## src/rtl/mul_share_pkg.sv

```systemverilog
// Shared types and helpers for the multiplier-sharing scheduler.
package mul_share_pkg;

    typedef enum logic [1:0] {
        IDLE  = 2'd0,
        ISSUE = 2'd1,
        WAIT  = 2'd2,
        DONE  = 2'd3
    } state_e;

    function automatic int clog2(input int v);
        int r;
        r = 0;
        while ((1 << r) < v) r++;
        return r;
    endfunction

endpackage

```

## src/rtl/mul_share_sched_rr_pick.sv

```systemverilog
// Combinational round-robin select: first asserted request strictly after
// rr_ptr, wrapping modulo NREQ.
module rr_pick import mul_share_pkg::*; #(
    parameter int NREQ = 4,
    parameter int IW   = clog2(NREQ)
) (
    input  logic [NREQ-1:0] req,
    input  logic [IW-1:0]   rr_ptr,
    output logic            any,
    output logic [IW-1:0]   idx
);

    logic [IW-1:0] cand;

    always_comb begin
        any  = 1'b0;
        idx  = '0;
        cand = rr_ptr;
        for (int k = 0; k < NREQ; k++) begin
            cand = (cand == IW'(NREQ - 1)) ? '0 : cand + 1'b1;
            if (!any && req[cand]) begin
                any = 1'b1;
                idx = cand;
            end
        end
    end

endmodule

```

## src/rtl/mul_share_sched.sv

```systemverilog
// Round-robin scheduler sharing one sequential multiplier among NREQ clients.
// Optional: define MUL_SHARE_ZERO_BYPASS_EN to skip the multiplier on a zero operand.
module mul_share_sched import mul_share_pkg::*; #(
    parameter int n    = 8,
    parameter int NREQ = 4
) (
    input  logic                     clk,
    input  logic                     rst_n,
    input  logic [NREQ-1:0]          req,
    input  logic [NREQ*n-1:0]        op_a,
    input  logic [NREQ*n-1:0]        op_b,
    output logic [NREQ-1:0]          done,
    output logic [clog2(NREQ)-1:0]   gnt_id,
    output logic                     busy,
    output logic [2*n-1:0]           product,
    output logic                     m_req,
    output logic [n-1:0]             m_a,
    output logic [n-1:0]             m_b,
    input  logic                     m_ack,
    input  logic [2*n-1:0]           m_p
);

    localparam int IW = clog2(NREQ);

    state_e          state_q, state_d;
    logic [IW-1:0]   rr_ptr_q, rr_ptr_d;
    logic [IW-1:0]   gnt_id_q, gnt_id_d;
    logic [n-1:0]    m_a_q, m_a_d;
    logic [n-1:0]    m_b_q, m_b_d;
    logic [2*n-1:0]  product_q, product_d;
    logic            m_req_q, m_req_d;
    logic            busy_q, busy_d;

    logic            pick_any;
    logic [IW-1:0]   pick_idx;
    logic [n-1:0]    sel_a, sel_b;

    rr_pick #(.NREQ(NREQ), .IW(IW)) u_pick (
        .req    (req),
        .rr_ptr (rr_ptr_q),
        .any    (pick_any),
        .idx    (pick_idx)
    );

    assign sel_a = op_a[int'(pick_idx)*n +: n];
    assign sel_b = op_b[int'(pick_idx)*n +: n];

    always_comb begin
        state_d   = state_q;
        rr_ptr_d  = rr_ptr_q;
        gnt_id_d  = gnt_id_q;
        m_a_d     = m_a_q;
        m_b_d     = m_b_q;
        product_d = product_q;
        unique case (state_q)
            IDLE: begin
                if (pick_any) begin
                    gnt_id_d = pick_idx;
                    rr_ptr_d = pick_idx;
                    m_a_d    = sel_a;
                    m_b_d    = sel_b;
`ifdef MUL_SHARE_ZERO_BYPASS_EN
                    if (sel_a == '0 || sel_b == '0) begin
                        product_d = '0;
                        state_d   = DONE;
                    end else begin
                        state_d   = ISSUE;
                    end
`else
                    state_d = ISSUE;
`endif
                end
            end
            ISSUE: state_d = WAIT;
            WAIT: begin
                if (m_ack) begin
                    product_d = m_p;
                    state_d   = DONE;
                end
            end
            DONE: state_d = IDLE;
        endcase
        // Start pulse and busy are registered off the next state so they align with it.
        m_req_d = (state_d == ISSUE);
        busy_d  = (state_d != IDLE);
    end

    always_ff @(posedge clk or negedge rst_n) begin
        if (!rst_n) begin
            state_q   <= IDLE;
            rr_ptr_q  <= IW'(NREQ - 1);
            gnt_id_q  <= '0;
            m_a_q     <= '0;
            m_b_q     <= '0;
            product_q <= '0;
            m_req_q   <= 1'b0;
            busy_q    <= 1'b0;
        end else begin
            state_q   <= state_d;
            rr_ptr_q  <= rr_ptr_d;
            gnt_id_q  <= gnt_id_d;
            m_a_q     <= m_a_d;
            m_b_q     <= m_b_d;
            product_q <= product_d;
            m_req_q   <= m_req_d;
            busy_q    <= busy_d;
        end
    end

    assign done    = (state_q == DONE) ? ({{(NREQ-1){1'b0}}, 1'b1} << gnt_id_q) : '0;
    assign gnt_id  = gnt_id_q;
    assign busy    = busy_q;
    assign product = product_q;
    assign m_req   = m_req_q;
    assign m_a     = m_a_q;
    assign m_b     = m_b_q;

endmodule

```

## config.mk

```make
export PLATFORM = sky130hd
export DESIGN_NAME = mul_share_sched
export DESIGN_NICKNAME = d
export VERILOG_FILES = /design/src/rtl/mul_share_pkg.sv /design/src/rtl/mul_share_sched_rr_pick.sv /design/src/rtl/mul_share_sched.sv
export SDC_FILE = /design/constraint.sdc
export NUM_CORES = 1
export LEC_CHECK = 0
export ABC_AREA = 1
export ABC_CLOCK_PERIOD_IN_PS = 3000
export CAP_MARGIN = 15
export CORE_MARGIN = 3
export CORE_UTILIZATION = 35
export DETAILED_ROUTE_END_ITERATION = 7
export PLACE_DENSITY = 0.7
export SLEW_MARGIN = 25
export SYNTH_ARGS = -nofsm -noshare
export SYNTH_HDL_FRONTEND = slang
export SYNTH_HIERARCHICAL = 1
export SYNTH_SLANG_ARGS = --single-unit
```

## constraint.sdc

```tcl
create_clock -name clk -period 3 [get_ports clk]
set_input_delay 0.6 -clock clk [delete_from_list [all_inputs] [get_ports clk]]
set_output_delay 0.6 -clock clk [all_outputs]
set_load 0.03 [all_outputs]
```

==> results, run 1 <==
- The register clock-pin slew on the reported worst setup and hold paths is 90 ps.
- The finished layout holds 623 standard cells, fillers aside.
- The total DRC errors in the routed layout is 0.
- Entering global routing, the biggest net connects 41 pins.
- The startpoint type of the worst setup path is a register.
- Once the clock tree was built, the resizer swapped 0 gates to a different size.
- No sink is reached through more buffers than the 2 on the longest clock path.
- Counting tap cells, the placed design contains a total of 615 instances.
- The initial utilization of the core area, before any placement, comes to 0.3705.
- Yosys attributes the largest share of cell area to sky130_fd_sc_hd__dfrtp_1 34%, sky130_fd_sc_hd__nand2_1 23%, sky130_fd_sc_hd__inv_1 11%.
- The net count after synthesis is 493.
- The tree is rooted in a sky130_fd_sc_hd__clkbuf_8.
- The count of hold-fix buffers inserted at cts is 0.
- Data on the critical path is required at its endpoint by 3190 ps.
- Counting flops and latches in the post-synthesis netlist gives 40.
- Counting the buffers created by CTS gives 5.
- Summed over all cells, the static leakage comes to 0.002243 uW.
- The core area is 7447 sq um.
- The final wirelength is 7.639 mm.
- Before antenna repair, the detailed router went through 4 iterations.
- The tree built by TritonCTS fans out to 40 sinks.
- The worst register-to-register path begins at rr_ptr_q[0].
- The average detailed-routed wire length per instance is 12.26 um.
- Setup violations remaining at the end of the flow were counted as 0.
- The via count of the first global-routing pass is 2,784.
- The post-synthesis sequential area ratio is 0.3637.
- The synthesis-to-layout area growth is 50.93%.
- The share of the core filled with cells is 0.5591.
- The repair_antennas step left the layout with diodes totalling 0.
- Once routing completed, OpenROAD measured the worst setup slack at 415.2 ps.
- Routability-driven placement finished with a final weighted congestion of 0.9171.
- The post-DP HPWL is 6.025 mm.
- The number of input and output port buffers inserted is 126.
- The critical path goes through ha_1 -> nor2_2 -> nand2_1 -> nand3_1 -> nand2_1 -> nand3_1 -> nor2_1 -> nor2_1 -> nand2_1 -> buf_12 -> inv_4 -> nand2_1 -> nand3_1 -> nand2_1 -> nand2_1 -> nand2_1.
- The cell area after technology mapping is 2759 sq um.
- Setup repair after global routing left no endpoint under its margin.
- In this run the worst path has a maximum fanout of 34.
- The share of synthesized area in the top cell type comes to 0.3447.
- The average via count per standard cell is 4.464.
- The die height is 94.79 um.
- The number of synthesis warnings is 6.
- The worst slack after detailed placement is 330.7 ps.
- The distinct cell type count after synthesis is 23.
- The final number of max-transition violations is 0.
- In this run the tightest slew margin relative to its limit is 0.4056.
- 127 I/O pins were placed.
- The total buffers and inverters traversed by the critical path is 2.
- Power spread over the standard cell area amounts to 1272 nW/um^2.
- The smallest clock period supported by the final layout is computed as 2585 ps.
- Across the run, the number of max-cap violations was 0.
- Summed over all layers, the global routing overflow is 0.
- The post-synthesis cell count is 401.
- The net count of the finished layout is 615.
- The critical-path cell with the highest stage delay is sky130_fd_sc_hd__dfstp_2.
- The number of levels the H-tree was split into is 2.
- The path type of the worst min-delay path is input port to asynchronous set/reset pin.
- The number of rows created at floorplan is 31.
- The later pin in the worst-skew pair is clocked with a latency of 300 ps.
- Across every metal layer, demand over resource in global routing totals 0.1772.
- STA puts the critical path data arrival time at 2770 ps.
- The cell with the most instances on the worst path is sky130_fd_sc_hd__nand2_1.
- The slew at the pin with the worst max-slew slack is 891.6 ps.
- The largest clock skew in the final design is 13.67 ps.
- In this design, the largest share of critical-path delay is due to simple AND/OR/NAND/NOR gates.
- The achievable frequency is 386.9 MHz.
- After routing, the total negative slack on setup checks comes to 0 ps.
- The flow ran to the end, and the final reports show no timing, DRC or antenna violations.
- The overall die area is 8984 sq um.
- TritonCTS built the clock tree.
- The first-pass GRT wire length is 12.72 mm.
- The number of antenna violations at the first check in global routing is 0.
- In this design, the stage delay of the slowest critical-path cell is 400 ps.
- Detailed routing inserted a total of 2,781 vias.
- The maximum VDD drop is 615.5 uV.
- Post-CTS timing repair inserted 0 buffers for setup.
- In this run the worst setup path begins at rr_ptr_q[0].
- The horizontal die dimension is 94.79 um.
- The share of layout cells above drive strength 1 is 0.09160.
- The critical path in this run is classified as register to register.
- The detail route stage leaves a number of antenna-violating nets equal to 0.
- The post-route clock period utilization is 0.8616.
- The average cell area after synthesis is 6.880 sq um.
- The worst setup path is captured at a register.
- The library cell occupying the most area in the post-synthesis netlist is sky130_fd_sc_hd__dfrtp_1.
- The first routing iteration left 107 violations.
- The final hold violation count is 0.
-- final timing paths --
check / end / cells after the start / slack (ps)
max in group asynchronous: m_a[4] / 1 / 2020
worst max register to register: m_a[4] / 16 / 420
worst max-delay path: m_a[4] / 16 / 420
worst min-delay path: m_b[0] / 1 / 410
min in group clk: rr_ptr_q[1] / 2 / 480
worst min register to register: rr_ptr_q[1] / 2 / 480
-- where the power goes --
part	internal, uW	switching [uW]
logic	1510	2340
registers	829	159
clock network	251	211
total	2580	2710
-- layout make-up --
type	count	area [sq um]
timing repair buffer	131	1306
clock inverter	3	46.29
sequential	40	1003
inverter	83	314.1
tap	99	123.9
multi-input combinational	262	1301
clock buffer	5	68.82
fill	719	3283
-- per-layer routing --
layer,global-route usage,up-vias,share of wire
met5,0,-,0
met2,0.3165,68,0.52
met4,0.04928,0,0.013
met1,0.2189,1284,0.42
li1,-,1423,-
met3,0.02948,6,0.046
-- cells in the mapped netlist --
library cell               instances
sky130_fd_sc_hd__nand2_1         169
sky130_fd_sc_hd__inv_1            81
sky130_fd_sc_hd__nand3_1          43
sky130_fd_sc_hd__dfrtp_1          38
sky130_fd_sc_hd__nand2_2          10
sky130_fd_sc_hd__mux2_4            9
sky130_fd_sc_hd__mux2_2            7
sky130_fd_sc_hd__buf_6             6
sky130_fd_sc_hd__buf_4             5
sky130_fd_sc_hd__ha_1              5
sky130_fd_sc_hd__nor2_1            5
sky130_fd_sc_hd__buf_2             4
sky130_fd_sc_hd__nor3_1            4
sky130_fd_sc_hd__o21ai_0           4
sky130_fd_sc_hd__dfstp_2           2
sky130_fd_sc_hd__nand2_4           2
sky130_fd_sc_hd__buf_8             1
sky130_fd_sc_hd__inv_2             1
sky130_fd_sc_hd__inv_4             1
sky130_fd_sc_hd__nand3b_1          1
sky130_fd_sc_hd__nand4_1           1
sky130_fd_sc_hd__nor2_2            1
sky130_fd_sc_hd__nor2_4            1
-- cells by family after synthesis --
| kind of cell | share of synthesized area |
|---|---|
| flops | 0.3637 |
| mux | 0.07755 |
| fa+ha+maj | 0.02268 |
| simple gates | 0.3642 |
| buf+inv | 0.1646 |
| compound gates | 0.007257 |
-- cell usage in the layout, fill, tap and decap left out --
master,Yosys,final
sky130_fd_sc_hd__nand2_1,169,169
sky130_fd_sc_hd__clkdlybuf4s50_1,0,125
sky130_fd_sc_hd__inv_1,81,81
sky130_fd_sc_hd__nand3_1,43,43
sky130_fd_sc_hd__dfrtp_1,38,38
sky130_fd_sc_hd__nand2_2,10,10
sky130_fd_sc_hd__mux2_4,9,9
sky130_fd_sc_hd__mux2_2,7,7
sky130_fd_sc_hd__nor2_1,5,5
sky130_fd_sc_hd__ha_1,5,5
sky130_fd_sc_hd__clkbuf_8,0,5
sky130_fd_sc_hd__nor3_1,4,4
sky130_fd_sc_hd__o21ai_0,4,4
sky130_fd_sc_hd__buf_4,5,4
sky130_fd_sc_hd__nand2_4,2,2
sky130_fd_sc_hd__dfstp_2,2,2
sky130_fd_sc_hd__nand3b_1,1,1
sky130_fd_sc_hd__inv_4,1,1
sky130_fd_sc_hd__inv_2,1,1
sky130_fd_sc_hd__inv_6,0,1
sky130_fd_sc_hd__clkinvlp_4,0,1
sky130_fd_sc_hd__bufinv_16,0,1
sky130_fd_sc_hd__buf_2,4,1
sky130_fd_sc_hd__buf_12,0,1
sky130_fd_sc_hd__nor2_2,1,1
sky130_fd_sc_hd__nor2_4,1,1
sky130_fd_sc_hd__nand4_1,1,1
-- through the flow --
step           total power (uW)  hold slack [ps]  cell area (sq um)
2_1_floorplan              3924            304.4               2759
3_3_place_gp               4819            462.5               4049
3_5_place_dp               4873            463.6               4049
4_1_cts                    5349            449.6               4164
5_1_grt                    5839            489.4               4164
6_report                   5296            409.8               4164
-- state kept, by name, summed over array words and instances (netlist names) --
name and cells:
state_q 2, rr_ptr_q 2, gnt_id 2, product 16, busy 1, m_b 8, m_req 1, m_a 8
Power figures use the tool's default switching activity.
==> inputs of run 2 (changes only) <==
--- a/config.mk
+++ b/config.mk
@@ -11,7 +11,7 @@
 export CORE_MARGIN = 3
 export CORE_UTILIZATION = 35
 export DETAILED_ROUTE_END_ITERATION = 7
-export PLACE_DENSITY = 0.7
+export DONT_BUFFER_PORTS = 1
 export SLEW_MARGIN = 25
 export SYNTH_ARGS = -nofsm -noshare
 export SYNTH_HDL_FRONTEND = slang
==> run 2 against run 1 <==
Net effect: sequential share of layout area grew 10 points; first-iteration DRC count shrank 14%; worst hold slack lost 270 ps; die area is the same; via count shrank 17%; critical path depth shrank 1; core utilization shrank 16 points; global-route usage shrank 3.2 points; register-to-register slack lost 50 ps; critical endpoint is now m_b[6].
==> results, run 2 (synthesis results as in run 1) <==
- Result of the run: complete, no violations (unchanged).
- The count of max-cap constraint violations is 0 (unchanged).
- The detailed router's first-iteration violation count is 92 (was 107).
- The share of layout cells above drive strength 1 is 0.1284 (was 0.09160).
- The number of inserted filler cells in the final layout was 819 (was 719).
- The average detailed-routed wire length per instance is 12.93 um (was 12.26 um).
- The number of buffers inserted during clock tree synthesis is 5 (unchanged).
- The die height is 94.79 um (unchanged).
- The total overflow reported by the global router is 0 (unchanged).
- The worst slew margin relative to its limit is 0.6844 (was 0.4056).
- Cell-by-cell listing of the critical path: ha_1 -> inv_1 -> nand2_2 -> nand2_1 -> nand3_1 -> nand2_2 -> nand2_2 -> nor2_4 -> nand2_1 -> nand3_1 -> inv_2 -> nand3_1 -> nand2_1 -> nand2_1 -> nand2_1 (was ha_1 -> nor2_2 -> nand2_1 -> nand3_1 -> nand2_1 -> nand3_1 -> nor2_1 -> nor2_1 -> nand2_1 -> buf_12 -> inv_4 -> nand2_1 -> nand3_1 -> nand2_1 -> nand2_1 -> nand2_1).
- The post-DP HPWL is 5.173 mm (was 6.025 mm).
- The post-route worst hold slack was 142.3 ps (was 409.8 ps).
- The number of levels the H-tree was split into is 2 (unchanged).
- The via count of the first global-routing pass is 2,294 (was 2,784).
- The type of the setup path with the least slack was register to register (unchanged).
- The post-route clock period utilization is 0.8795 (was 0.8616).
- The required time at the endpoint of the critical path is 3230 ps (was 3190 ps).
- The number of vias after detailed routing is 2,318 (was 2,781).
- The count of hold-fix buffers inserted at cts is 1 (was 0).
- The critical-path cell with the highest stage delay was sky130_fd_sc_hd__dfstp_2 (unchanged).
- The register clock-pin slew on the reported worst setup and hold paths was 70 ps (was 90 ps).
- The number of antenna violations at the first check in global routing is 0 (unchanged).
- The final hold violation count is 0 (unchanged).
- The final period demand of the worst path came to 2638 ps (was 2585 ps).
- The slew at the pin with the worst max-slew slack is 472.1 ps (was 891.6 ps).
- The average via count per standard cell was 4.599 (was 4.464).
- The synthesis-to-layout area growth is 6.395% (was 50.93%).
- The number of instances resized during post-cts repair is 0 (unchanged).
- The final weighted congestion of routability-driven global placement was 0.8542 (was 0.9171).
- The setup fix buffers added after clock tree synthesis was 0 (unchanged).
- The clock latency of the later-clocked register in the worst-skew pair was 290 ps (was 300 ps).
- The total global routing track utilization came to 0.1452 (was 0.1772).
- The final wirelength is 6.517 mm (was 7.639 mm).
- The startpoint type of the worst setup path is a register (unchanged).
- The number of antenna cells inserted was 0 (unchanged).
- The depth of the most critical reg-to-reg path came to 15 (was 16).
- The largest clock skew in the final design is 8.004 ps (was 13.67 ps).
- The iteration count of the initial detailed-routing pass came to 5 (was 4).
- The source of the critical timing path is rr_ptr_q[0] (unchanged).
- The critical path data arrival time came to 2870 ps (was 2770 ps).
- The horizontal die dimension is 94.79 um (unchanged).
- The post-detailed-route count of antenna-violating nets is 0 (unchanged).
- The core area was 7447 sq um (unchanged).
- The initial core utilization came to 0.3705 (unchanged).
- The TritonCTS clock tree is built (unchanged).
- The overall die area is 8984 sq um (unchanged).
- The largest net degree at the start of global routing came to 39 (was 41).
- The delay of the slowest cell on the worst path is 570 ps (was 400 ps).
- The cell with the most instances on the worst path was sky130_fd_sc_hd__nand2_1 (unchanged).
- The worst flop-to-flop path endpoint is m_b[6] (was m_a[4]).
- The number of sinks on the clock net came to 40 (unchanged).
- The first-pass GRT wire length is 10.36 mm (was 12.72 mm).
- The layout net count is 496 (was 615).
- The final number of max-transition violations was 0 (unchanged).
- The number of input and output port buffers inserted was 0 (was 126).
- The achievable frequency is 379.0 MHz (was 386.9 MHz).
- The cell chosen for the clock root is sky130_fd_sc_hd__clkbuf_8 (unchanged).
- The endpoint of the most critical setup path is m_b[6] (was m_a[4]).
- RSZ-0062 raised after global routing: false (unchanged).
- The number of rows created at floorplan came to 31 (unchanged).
- The most frequent standard cell in the layout excluding fill and tap cells is sky130_fd_sc_hd__nand2_1 (unchanged).
- The worst setup slack for register-to-register paths came to 360 ps (was 420 ps).
- The setup total negative slack is 0 ps (unchanged).
- The endpoint type of the worst setup path is a register (unchanged).
- The number of buffers on the longest clock path was 2 (unchanged).
- The final setup violation count is 0 (unchanged).
- The path type of the worst min-delay path is input port to asynchronous set/reset pin (unchanged).
- The number of primary I/O pins is 127 (unchanged).
- The number of flip-flops under the largest register name is 16 (unchanged).
- The beginning of the worst register-to-register path is rr_ptr_q[0] (unchanged).
- Most frequent cells in the layout: 169 x sky130_fd_sc_hd__nand2_1, 81 x sky130_fd_sc_hd__inv_1, 43 x sky130_fd_sc_hd__nand3_1, 38 x sky130_fd_sc_hd__dfrtp_1, 11 x sky130_fd_sc_hd__buf_4 (was 169 x sky130_fd_sc_hd__nand2_1, 125 x sky130_fd_sc_hd__clkdlybuf4s50_1, 81 x sky130_fd_sc_hd__inv_1, 43 x sky130_fd_sc_hd__nand3_1, 38 x sky130_fd_sc_hd__dfrtp_1).
- The total DRC errors in the routed layout was 0 (unchanged).
- The largest fanout on the critical path is 16 (was 34).
## run 2: cell count changes in the layout (fill, tap and decap cells not counted), sizes merged
cell / previous run / this run
bufinv: 1 / 0
inv: 84 / 83
clkdlybuf4s50: 125 / 0
clkinvlp: 1 / 0
clkbuf: 5 / 8
buf: 6 / 12
## run 2: final cells by class
cell class / count / area (sq um) / share of cell area
tap: 99 / 123.9 / 0.04220
timing repair buffer: 12 / 102.6 / 0.03495
inverter: 83 / 314.1 / 0.1070
clock buffer: 8 / 90.09 / 0.03069
multi-input combinational: 262 / 1301 / 0.4433
sequential: 40 / 1003 / 0.3419
## run 2: worst min path at each step
stage / startpoint / end / slack (ps) / cells after the start
floorplan: rst_n / busy / 300 / 0
global placement: rst_n / product[6] / 310 / 0
detailed placement: rst_n / product[6] / 310 / 0
CTS: rst_n / rr_ptr_q[1] / 140 / 0
global route: rst_n / rr_ptr_q[1] / 130 / 0
finish: rst_n / product[9] / 140 / 1
## run 2: worst max-delay path, delay by kind of cell (launching register included)
family	cells	cell delay [ps]
DFF	1	570
adders and majority gates	1	200
buffers and inverters	2	440
and+or+nand+nor	12	1360
## run 2: through the flow
stage | utilization | setup slack, ps | instances | cell area, sq um
floorplan | - | 825.3 | 401 | 2759
global placement | 0.3794 | 432.7 | 495 | 2825
detailed placement | 0.3794 | 410.4 | 495 | 2825
CTS | 0.3942 | 393.3 | 504 | 2935
global route | 0.3942 | 132.7 | 504 | 2935
finish | 0.3942 | 361.6 | 504 | 2935
## run 2: layer usage
layer	vias up	GRT usage	wire [um]
met3	9	0.03904	428
met5	-	0	0
met2	60	0.2531	3321
met1	1063	0.1731	2672
li1	1186	-	-
met4	0	0.04567	94
Power of run 2 is left out: the tool's default activity adds up to more than one toggle a clock period on the data nets, which glitch-free logic cannot reach.
==> inputs of run 3 (changes only) <==
--- a/config.mk
+++ b/config.mk
@@ -9,9 +9,11 @@
 export ABC_CLOCK_PERIOD_IN_PS = 3000
 export CAP_MARGIN = 15
 export CORE_MARGIN = 3
-export CORE_UTILIZATION = 35
+export CORE_UTILIZATION = 64
 export DETAILED_ROUTE_END_ITERATION = 7
 export DONT_BUFFER_PORTS = 1
+export HOLD_SLACK_MARGIN = 0.03
+export PLACE_DENSITY = 0.8
 export SLEW_MARGIN = 25
 export SYNTH_ARGS = -nofsm -noshare
 export SYNTH_HDL_FRONTEND = slang
==> run 3 against run 2 <==
Net effect: global-route usage increased by 8.8 points; routed wire length is 8.0% lower; via count increased by 0.60%; critical endpoint is now m_b[1]; cell area is 2.8% lower; worst hold slack improved by 4.9 ps; final cell count fell by 10%; register-to-register slack worse by 20 ps; worst setup slack worse by 25 ps; non-clock buffer count down 3; maximum frequency shrank 0.94%; die area decreased by 43%; sequential share of layout area increased by 0.97 points.
==> results, run 3 (synthesis results as in run 1) <==
- The final hold violation count is 0 (unchanged).
- The number of instances resized during post-cts repair was 0 (unchanged).
- The clock latency of the later-clocked register in the worst-skew pair is 280 ps (was 290 ps).
- The final setup violation count came to 0 (unchanged).
- RSZ-0062 raised after global routing: false (unchanged).
- The endpoint type of the worst setup path is a register (unchanged).
- Cell-by-cell listing of the critical path: ha_1 -> inv_1 -> nand2_1 -> nand2_1 -> nand2_1 -> nand2_2 -> nand2_2 -> nor2_4 -> nand3_1 -> nand2_1 -> buf_4 -> nand2_1 -> nand3_1 -> nand2_1 -> nand2_1 -> nand2_1 (was ha_1 -> inv_1 -> nand2_2 -> nand2_1 -> nand3_1 -> nand2_2 -> nand2_2 -> nor2_4 -> nand2_1 -> nand3_1 -> inv_2 -> nand3_1 -> nand2_1 -> nand2_1 -> nand2_1).
- The worst setup slack for register-to-register paths is 340 ps (was 360 ps).
- The delay of the slowest cell on the worst path is 580 ps (was 570 ps).
- The first-pass GRT wire length is 9.639 mm (was 10.36 mm).
- The number of primary I/O pins is 127 (unchanged).
- The worst slew margin relative to its limit was 0.7102 (was 0.6844).
- The beginning of the worst register-to-register path was rr_ptr_q[0] (unchanged).
- The die height is 71.66 um (was 94.79 um).
- The critical-path cell with the highest stage delay is sky130_fd_sc_hd__dfstp_2 (unchanged).
- The startpoint type of the worst setup path is a register (unchanged).
- The number of rows created at floorplan is 23 (was 31).
- The TritonCTS clock tree is built (unchanged).
- The placement-stage cell area came to 2741 sq um (was 2825 sq um).
- The most frequent standard cell in the layout excluding fill and tap cells is sky130_fd_sc_hd__nand2_1 (unchanged).
- The count of max-cap constraint violations is 0 (unchanged).
- The average via count per standard cell is 5.159 (was 4.599).
- The met1 wire length was 2.398 mm (was 2.672 mm).
- The number of buffers inserted during clock tree synthesis came to 5 (unchanged).
- The endpoint of the most critical setup path is m_b[1] (was m_b[6]).
- The final period demand of the worst path came to 2663 ps (was 2638 ps).
- The number of buffers on the longest clock path is 2 (unchanged).
- The worst slack after detailed placement was 398.0 ps (was 410.4 ps).
- The detailed router's first-iteration violation count is 113 (was 92).
- The overall die area is 5134 sq um (was 8984 sq um).
- The number of antenna cells inserted is 0 (unchanged).
- The critical path data arrival time is 2840 ps (was 2870 ps).
- The worst flop-to-flop path endpoint is m_b[1] (was m_b[6]).
- The average detailed-routed wire length per instance came to 13.26 um (was 12.93 um).
- The detailed route wirelength on metal2 is 3.147 mm (was 3.321 mm).
- The achievable frequency is 375.5 MHz (was 379.0 MHz).
- The register clock-pin slew on the reported worst setup and hold paths is 80 ps (was 70 ps).
- The depth of the most critical reg-to-reg path is 16 (was 15).
- The largest fanout on the critical path is 29 (was 16).
- The synthesis-to-layout area growth was 3.447% (was 6.395%).
- The summed area of non-filler cells in the final layout is 2854 sq um (was 2935 sq um).
- The post-route clock period utilization is 0.8878 (was 0.8795).
- The largest net degree at the start of global routing is 39 (unchanged).
- The worst setup margin is 336.6 ps (was 361.6 ps).
- The post-DP HPWL was 4.643 mm (was 5.173 mm).
- The via count of the first global-routing pass is 2,304 (was 2,294).
- The count of hold-fix buffers inserted at cts came to 1 (unchanged).
- The highest metal layer with signal wires is met4 (unchanged).
- The slew at the pin with the worst max-slew slack is 434.2 ps (was 472.1 ps).
- The final number of max-transition violations is 0 (unchanged).
- Most frequent cells in the layout: 169 x sky130_fd_sc_hd__nand2_1, 81 x sky130_fd_sc_hd__inv_1, 43 x sky130_fd_sc_hd__nand3_1, 38 x sky130_fd_sc_hd__dfrtp_1, 10 x sky130_fd_sc_hd__nand2_2 (was 169 x sky130_fd_sc_hd__nand2_1, 81 x sky130_fd_sc_hd__inv_1, 43 x sky130_fd_sc_hd__nand3_1, 38 x sky130_fd_sc_hd__dfrtp_1, 11 x sky130_fd_sc_hd__buf_4).
- The number of input and output port buffers inserted is 0 (unchanged).
- The initial core utilization came to 0.6751 (was 0.3705).
- The core area was 4086 sq um (was 7447 sq um).
- The share of layout cells above drive strength 1 is 0.1269 (was 0.1284).
- The source of the critical timing path is rr_ptr_q[0] (unchanged).
- The layout net count is 493 (was 496).
- The largest clock skew in the final design is 6.158 ps (was 8.004 ps).
- The path type of the worst min-delay path is input port to asynchronous set/reset pin (unchanged).
- The final wirelength is 5.994 mm (was 6.517 mm).
- The number of antenna violations at the first check in global routing is 0 (unchanged).
- The number of flip-flops under the largest register name is 16 (unchanged).
- The met3 routed wirelength is 393 um (was 428 um).
- The post-detailed-route count of antenna-violating nets is 0 (unchanged).
- The number of levels the H-tree was split into is 2 (unchanged).
- Result of the run: complete, no violations (unchanged).
- The cell chosen for the clock root was sky130_fd_sc_hd__clkbuf_8 (unchanged).
- The total global routing track utilization is 0.2328 (was 0.1452).
- The setup fix buffers added after clock tree synthesis is 0 (unchanged).
- The iteration count of the initial detailed-routing pass is 4 (was 5).
- The required time at the endpoint of the critical path is 3170 ps (was 3230 ps).
- The total DRC errors in the routed layout is 0 (unchanged).
- The setup total negative slack is 0 ps (unchanged).
- The number of vias after detailed routing is 2,332 (was 2,318).
- The number of sinks on the clock net is 40 (unchanged).
- The cell with the most instances on the worst path is sky130_fd_sc_hd__nand2_1 (unchanged).
- The type of the setup path with the least slack is register to register (unchanged).
- The final weighted congestion of routability-driven global placement was 0.8950 (was 0.8542).
- The total overflow reported by the global router is 0 (unchanged).
- The horizontal die dimension came to 71.66 um (was 94.79 um).
## run 3: changes by cell type in the layout (fill, tap and decap cells not counted), sizes merged
cell	previous run	this run
buf	12	9
clkinv	0	2
clkbuf	8	6
## run 3: area by class of cell
| type | count | area [sq um] |
|---|---|---|
| Sequential cell | 40 | 1003 |
| Inverter | 83 | 314.1 |
| Clock buffer | 6 | 82.58 |
| Timing Repair Buffer | 9 | 80.08 |
| Multi-Input combinational cell | 262 | 1301 |
| Clock inverter | 2 | 10.01 |
| Tap cell | 50 | 62.56 |
| Fill cell | 367 | 1232 |
## run 3: critical path, delay by kind of cell (launching register included)
kind                       cells  cell delay (ps)
DFF                            1              580
buffers and inverters          2              520
and+or+nand+nor               13             1140
adders and majority gates      1              300
## run 3: metrics by stage
step / util / cells / hold slack [ps]
after floorplan: - / 401 / 304.4
after global placement: 0.6709 / 443 / 305.1
after detailed placement: 0.6709 / 443 / 305.2
after CTS: 0.6984 / 452 / 144.8
after global routing: 0.6984 / 452 / 137.3
final: 0.6984 / 452 / 147.2
## run 3: worst min path at each step
stage,from,endpoint,cells after the start
6_report,rst_n,product[12],1
5_1_grt,rst_n,rr_ptr_q[0],0
4_1_cts,rst_n,rr_ptr_q[1],0
3_5_place_dp,rst_n,product[9],0
3_3_place_gp,rst_n,product[9],0
2_1_floorplan,rst_n,busy,0
## run 3: per-layer routing
metal  vias up  track usage
li1       1177            -
met2        84       0.4398
met1      1064       0.2676
met5         -            0
met4         0      0.04175
met3         7      0.05470
Power of run 3 is left out for the same reason.
